$ cat src/rtl/rd_fifo_pixel_unpack.sv
// rtl/rd_fifo_pixel_unpack.sv - DDR4 read-FIFO prefetch and 32-bit-slot pixel unpacker
// Two-word holding buffer feeds one pixel per video request; a starved request emits black and is counted.
module rd_fifo_pixel_unpack #(
   parameter int WORD_W     = 512,
   parameter int PIX_SLOT   = 32,
   parameter int PIX_W      = 24,
   parameter int RD_LATENCY = 1
) (
   input  logic              rdfifo_data_clk,
   input  logic              rst_n,
   output logic              p1_rd_en,
   input  logic              p1_rd_empty,
   input  logic [WORD_W-1:0] rdfifo_output_data,
   input  logic              pix_req,
   input  logic              frame_start,
   output logic [PIX_W-1:0]  pix_data,
   output logic              pix_valid,
   output logic              buf_ready,
   output logic              underflow,
   output logic [15:0]       underflow_cnt
);
   localparam int N_SLOT = WORD_W / PIX_SLOT;
   localparam int PACK_W = N_SLOT * PIX_W;

   logic [PACK_W-1:0]   cur_word_q, cur_word_d, nxt_word_q, nxt_word_d;
   logic                cur_v_q, cur_v_d, nxt_v_q, nxt_v_d;
   logic [3:0]          idx_q, idx_d;
   logic [RD_LATENCY-1:0] infl_q, infl_d;
   logic [RD_LATENCY:0] infl_ext;
   logic [PIX_W-1:0]    pix_data_q, pix_data_d;
   logic                pix_valid_q, buf_ready_q;
   logic                underflow_q, underflow_d;
   logic [15:0]         ucnt_q, ucnt_d;

   logic [PACK_W-1:0]   ret_pix;
   logic [N_SLOT-1:0]   slot_hi;
   logic                unused_slot_hi;
   logic [PIX_W-1:0]    cur_slot [N_SLOT];
   logic [1:0]          occ, infl_cnt;
   logic                ret, consume, starve, last;

   // Only the low PIX_W bits of each slot are kept, so the buffer holds packed pixels.
   for (genvar k = 0; k < N_SLOT; k++) begin : g_slot
      assign ret_pix[k*PIX_W +: PIX_W] = rdfifo_output_data[k*PIX_SLOT +: PIX_W];
      assign slot_hi[k]  = ^rdfifo_output_data[k*PIX_SLOT+PIX_W +: PIX_SLOT-PIX_W];
      assign cur_slot[k] = cur_word_q[k*PIX_W +: PIX_W];
   end
   assign unused_slot_hi = ^slot_hi;

   always_comb begin
      infl_cnt = 2'd0;
      for (int i = 0; i < RD_LATENCY; i++) infl_cnt = infl_cnt + {1'b0, infl_q[i]};
   end

   assign occ      = {1'b0, cur_v_q} + {1'b0, nxt_v_q};
   assign p1_rd_en = rst_n && !p1_rd_empty && (({1'b0, occ} + {1'b0, infl_cnt}) < 3'd2);
   assign infl_ext = {infl_q, p1_rd_en};
   assign infl_d   = infl_ext[RD_LATENCY-1:0];
   assign ret      = infl_q[RD_LATENCY-1];

   assign consume = pix_req && cur_v_q;
   assign starve  = pix_req && !cur_v_q;
   assign last    = consume && (idx_q == 4'd15);

   always_comb begin
      cur_word_d  = cur_word_q;
      nxt_word_d  = nxt_word_q;
      cur_v_d     = cur_v_q;
      nxt_v_d     = nxt_v_q;
      idx_d       = consume ? idx_q + 4'd1 : idx_q;
      pix_data_d  = consume ? cur_slot[idx_q] : '0;
      underflow_d = frame_start ? 1'b0 : underflow_q;
      ucnt_d      = frame_start ? 16'd0 : ucnt_q;

      if (last) begin
         if (nxt_v_q) begin
            cur_word_d = nxt_word_q;
            nxt_v_d    = 1'b0;
         end else begin
            cur_v_d = 1'b0;
         end
      end
      // A returning word lands after the shift, in the lowest free slot.
      if (ret) begin
         if (!cur_v_d) begin
            cur_word_d = ret_pix;
            cur_v_d    = 1'b1;
         end else begin
            nxt_word_d = ret_pix;
            nxt_v_d    = 1'b1;
         end
      end
      if (starve) begin
         underflow_d = 1'b1;
         if (ucnt_d != 16'hFFFF) ucnt_d = ucnt_d + 16'd1;
      end
   end

   always_ff @(posedge rdfifo_data_clk or negedge rst_n) begin
      if (!rst_n) begin
         cur_word_q  <= '0;
         nxt_word_q  <= '0;
         cur_v_q     <= 1'b0;
         nxt_v_q     <= 1'b0;
         idx_q       <= 4'd0;
         infl_q      <= '0;
         pix_data_q  <= '0;
         pix_valid_q <= 1'b0;
         buf_ready_q <= 1'b0;
         underflow_q <= 1'b0;
         ucnt_q      <= 16'd0;
      end else begin
         cur_word_q  <= cur_word_d;
         nxt_word_q  <= nxt_word_d;
         cur_v_q     <= cur_v_d;
         nxt_v_q     <= nxt_v_d;
         idx_q       <= idx_d;
         infl_q      <= infl_d;
         pix_data_q  <= pix_data_d;
         pix_valid_q <= pix_req;
         buf_ready_q <= cur_v_d && nxt_v_d;
         underflow_q <= underflow_d;
         ucnt_q      <= ucnt_d;
      end
   end

   assign pix_data      = pix_data_q;
   assign pix_valid     = pix_valid_q;
   assign buf_ready     = buf_ready_q;
   assign underflow     = underflow_q;
   assign underflow_cnt = ucnt_q;
endmodule

$ cat config.mk
export PLATFORM = sky130hd
export DESIGN_NAME = rd_fifo_pixel_unpack
export DESIGN_NICKNAME = d
export VERILOG_FILES = /design/src/rtl/rd_fifo_pixel_unpack.sv
export SDC_FILE = /design/constraint.sdc
export NUM_CORES = 2
export LEC_CHECK = 0
export BUFFER_PORTS_ARGS = -buffer_cell sky130_fd_sc_hd__buf_2
export CORE_ASPECT_RATIO = 0.8
export CORE_MARGIN = 3
export CORE_UTILIZATION = 57
export CTS_CLUSTER_SIZE = 25
export DETAILED_ROUTE_END_ITERATION = 8
export PLACE_DENSITY = 0.85
export SYNTH_ARGS = -nofsm -noshare
export SYNTH_HDL_FRONTEND = slang
export SYNTH_SLANG_ARGS = --single-unit
$ cat constraint.sdc
create_clock -name rdfifo_data_clk -period 2.8 [get_ports rdfifo_data_clk]
set_input_delay 0.28 -clock rdfifo_data_clk [delete_from_list [all_inputs] [get_ports rdfifo_data_clk]]
set_output_delay 0.28 -clock rdfifo_data_clk [all_outputs]
set_load 0.1 [all_outputs]
==> flow_metrics.py <==
metrics = {
    "power": {
        "switching_share_pct": 37.82,
        "leakagePower_nw": 21.11,
        "p_sw_mw": 19.85,
        "clkPwrFrac_pct": 22.0,
        "p_int_mw": 32.64,
        "pwr-share-seq_pct": 41.9,
        "power_density_mw_per_mm2": 1135,
        "peakVddDrop_uv": 677.7,
        "share_comb_of_total_power_pct": 36.1,
    },
    "placed_design": {
        "portBuffers": 432,
        "dpl.hpwl_mm": 74.43,
        "place_congestion": 0.9123,
        "place_area_mm2": 0.03958,
    },
    "logic_synthesis": {
        "synth_top_family_by_area": "multiplexers",
        "synthTopCellsByCount": "818 x dfrtp_1, 800 x nand2_1, 396 x nor2_1, 384 x a31oi_1, 347 x mux2_2",
        "ys_ff_latch": 818,
        "synth_top_area_cell": "dfrtp_1",
        "ys_top_cells_by_area": "dfrtp_1 56%, mux2_2 11%, nand2_1 8.2%",
        "synth_nets": 3882,
        "synth_xor_area_share_pct": 0.2403,
        "yosysUniqueCellTypes": 43,
        "synth-simple-area-share_pct": 14.01,
        "synth-compound-area-share_pct": 8.701,
        "async_reset_ff_share_pct": 100.0,
        "avgSynthCellArea_um2": 10.84,
        "synthCells": 3362,
        "yosysMostFrequentCell": "dfrtp_1",
        "ys_warn_count": 0,
        "yosysSeqAreaShare_pct": 56.15,
        "synthAdderAreaFrac_pct": 0.1304,
        "synth_flop_cell": "dfrtp_1",
        "synth-edff-count": 0,
        "synthMuxAreaShare_pct": 17.24,
        "yosysTopAreaCellShare_pct": 56.15,
        "netlist_area_mm2": 0.03645,
    },
    "detailed_routing": {
        "postRouteAntennaNets": 0,
        "drt_pass1_iterations": 8,
        "first_iter_violations": 4601,
        "remaining_drc_errors": 0,
        "vias_per_cell": 6.549,
        "vias": 32900,
        "avgRoutedWirePerCell_um": 26.74,
        "routed_wirelength_mm": 134.4,
    },
    "worst_setup_path": {
        "worstSetupPathType": "register to register",
        "crit_path_frequent_cell": "buf_12",
        "start_kind": "register",
        "cpPeakStageDelay_ns": 0.67,
        "crit_slowest_cell": "a31oi_1",
        "path_buf_inv": 2,
        "cp-end-kind": "register",
        "required_ns": 3.26,
        "crit_chain": "ha_1 -> nand3_1 -> or2_4 -> nor2_4 -> buf_12 -> buf_12 -> nand2_1 -> a31oi_1",
        "cp_max_fo": 63,
        "cp_top_family": "compound AO/OA/AOI/OAI gates",
        "arrival_ns": 3.15,
    },
    "status": {
        "status": "finished, final reports clean",
    },
    "global_route": {
        "grt_util_all_layers_pct": 39.72,
        "grt_pass1_vias": 32870,
        "antenna_found_initial": 32,
        "grt_overflow": 0,
        "grt_pass1_wl_mm": 199.2,
        "grt_max_degree": 190,
    },
    "sta": {
        "period_share_pct": 96.28,
        "max_freq_mhz": 371.0,
        "tightest_slew_ns": 1.124,
        "slew_headroom_pct": 25.00,
        "slew_viol_final": 0,
        "finalSetupTns_ns": 0,
        "finalCriticalPeriod_ns": 2.696,
        "finalHoldViolations": 0,
        "rsz0062_at_grt": "false",
        "clock_skew_ns": 0.03245,
        "setup_viol": 0,
        "holdWs_ns": 0.06146,
    },
    "cells_and_area": {
        "seq_area_mm2": 0.02048,
        "drive_gt1_share_pct": 26.08,
        "final_cell_area_mm2": 0.04626,
        "final.fill_count": 3603,
        "multi_input_area_mm2": 0.01476,
        "syn_to_final_growth_pct": 26.91,
        "final_nets": 4606,
    },
    "cts": {
        "cts_sinks": 818,
        "cts_inserted_buffers": 78,
        "cts-root-buf": "clkbuf_16",
        "clock_latency_ns": 0.65,
        "cts_tree": "yes",
        "cts_buffer_depth": 3,
        "cts_htree_levels": 3,
        "clk_pin_slew_ns": 0.08,
    },
    "floorplan": {
        "io-pin-count": 561,
        "die_area_mm2": 0.06704,
        "start_util_pct": 57.87,
        "rows": 82,
        "die_width_um": 288.7,
        "die_h_um": 232.2,
        "core_mm2": 0.06300,
    },
    "job": {
        "max_cap_violations": 0,
    },
    "worst_hold_path": {
        "min_path_type": "input port to register",
    },
}
power groups by stage:
stage,Combinational [mW],Clock (mW),Sequential (mW)
final,18.9,11.5,22.0
after global routing,19.9,12.0,22.3
after CTS,17.8,11.3,21.3
after detailed placement,17.1,0,21.3
after global placement,16.6,0,21.0
after floorplan,11.3,0,21.1
registers in the layout, summed over array words and instances, names as in the netlist:
register and flops:
cur_word_q 384, pix_data 24, idx_q 4, infl_q 1, underflow 1, underflow_cnt 16, nxt_word_q 384, buf_ready 1
cur_v_q 1, nxt_v_q 1, pix_valid 1
worst reg2reg max path, cell delays in order (launching register included):
cell and delay, ns:
dfrtp_4 0.45, ha_1 0.19, nand3_1 0.14, or2_4 0.28
nor2_4 0.15, buf_12 0.20, buf_12 0.30, nand2_1 0.14
a31oi_1 0.67
what timing repair did:
| action | 4_1_cts | 5_1_grt |
|---|---|---|
| gates resized for setup | 0 | 1 |
| endpoints found under the hold margin | 953 | 0 |
| setup buffers | 0 | 0 |
| setup endpoints to repair | 0 | 1 |
| hold buffers | 387 | 0 |
layout make-up:
type | count | area share, %
flip-flops and latches | 818 | 44.26
multi-input cells | 2284 | 31.90
repair buffers | 900 | 15.47
clock buffers | 106 | 4.955
well taps | 840 | 2.272
clock inverters | 36 | 0.9142
diodes | 36 | 0.1947
inverters | 4 | 0.03246
per-layer routing:
metal  global-route usage [%]  routed length (um)
met1                    48.97               46090
met2                    60.82               60760
met3                    11.49               15750
met4                    27.20               11700
met5                        0                  69
stage by stage:
stage / std cells / utilization (%) / setup WS (ns) / total power, mW
finish: 5024 / 73.44 / 0.1043 / 52.49
detailed placement: 4459 / 62.82 / 0.4107 / 38.40
global route: 5012 / 73.39 / 0.03222 / 54.24
global placement: 4459 / 62.82 / 0.4863 / 37.53
CTS: 4988 / 73.28 / 0.2819 / 50.35
floorplan: 3362 / - / 0.2648 / 32.33
cells by family after synthesis:
family | count (synthesis)
AND/OR/NAND/NOR | 1293
flip-flops | 818
multiplexers | 489
AO/OA/AOI/OAI | 488
buffers and inverters | 260
XOR/XNOR | 10
adder cells (fa/ha/maj) | 4
path summary, 6_finish.rpt:
kind | startpoint | end | slack, ns | cells past startpoint
setup / recovery | idx_q[0]$_DFFE_PN0N_ | cur_word_q[326]$_DFF_PN0_ | 0.10 | 8
hold / removal | frame_start | underflow_cnt[14]$_DFF_PN0_ | 0.06 | 2
setup reg to reg | idx_q[0]$_DFFE_PN0N_ | cur_word_q[326]$_DFF_PN0_ | 0.10 | 8
max in group asynchronous | rst_n | nxt_word_q[88]$_DFFE_PN0P_ | 1.33 | 3
min in group asynchronous | rst_n | nxt_word_q[298]$_DFFE_PN0P_ | 0.10 | 2
hold reg to reg | nxt_word_q[72]$_DFFE_PN0P_ | nxt_word_q[72]$_DFFE_PN0P_ | 0.49 | 1
cells in the final DEF, fill, tap and decap left out, types with 3 or more instances in the layout:
master         instances
xnor2_1                8
nand3_1               11
a22oi_1               24
nor2_1               395
a311oi_1              23
clkbuf_8              15
dlygate4sd3_1        387
nand4_1                4
buf_4                 42
buf_12                40
clkbuf_1               9
dfrtp_1              816
mux2_1                45
nand2_1              798
nor2b_1               61
inv_1                  3
mux2i_1               25
a31oi_1              384
ha_1                   3
diode_2               36
nand2b_1               5
clkbuf_16             82
bufinv_16              8
inv_6                  3
a211oi_1              24
clkinvlp_4             5
buf_2                430
mux4_2                72
o21ai_0               26
mux2_2               347
clkinv_2              17
No activity file was read; power rests on OpenSTA's default activity.
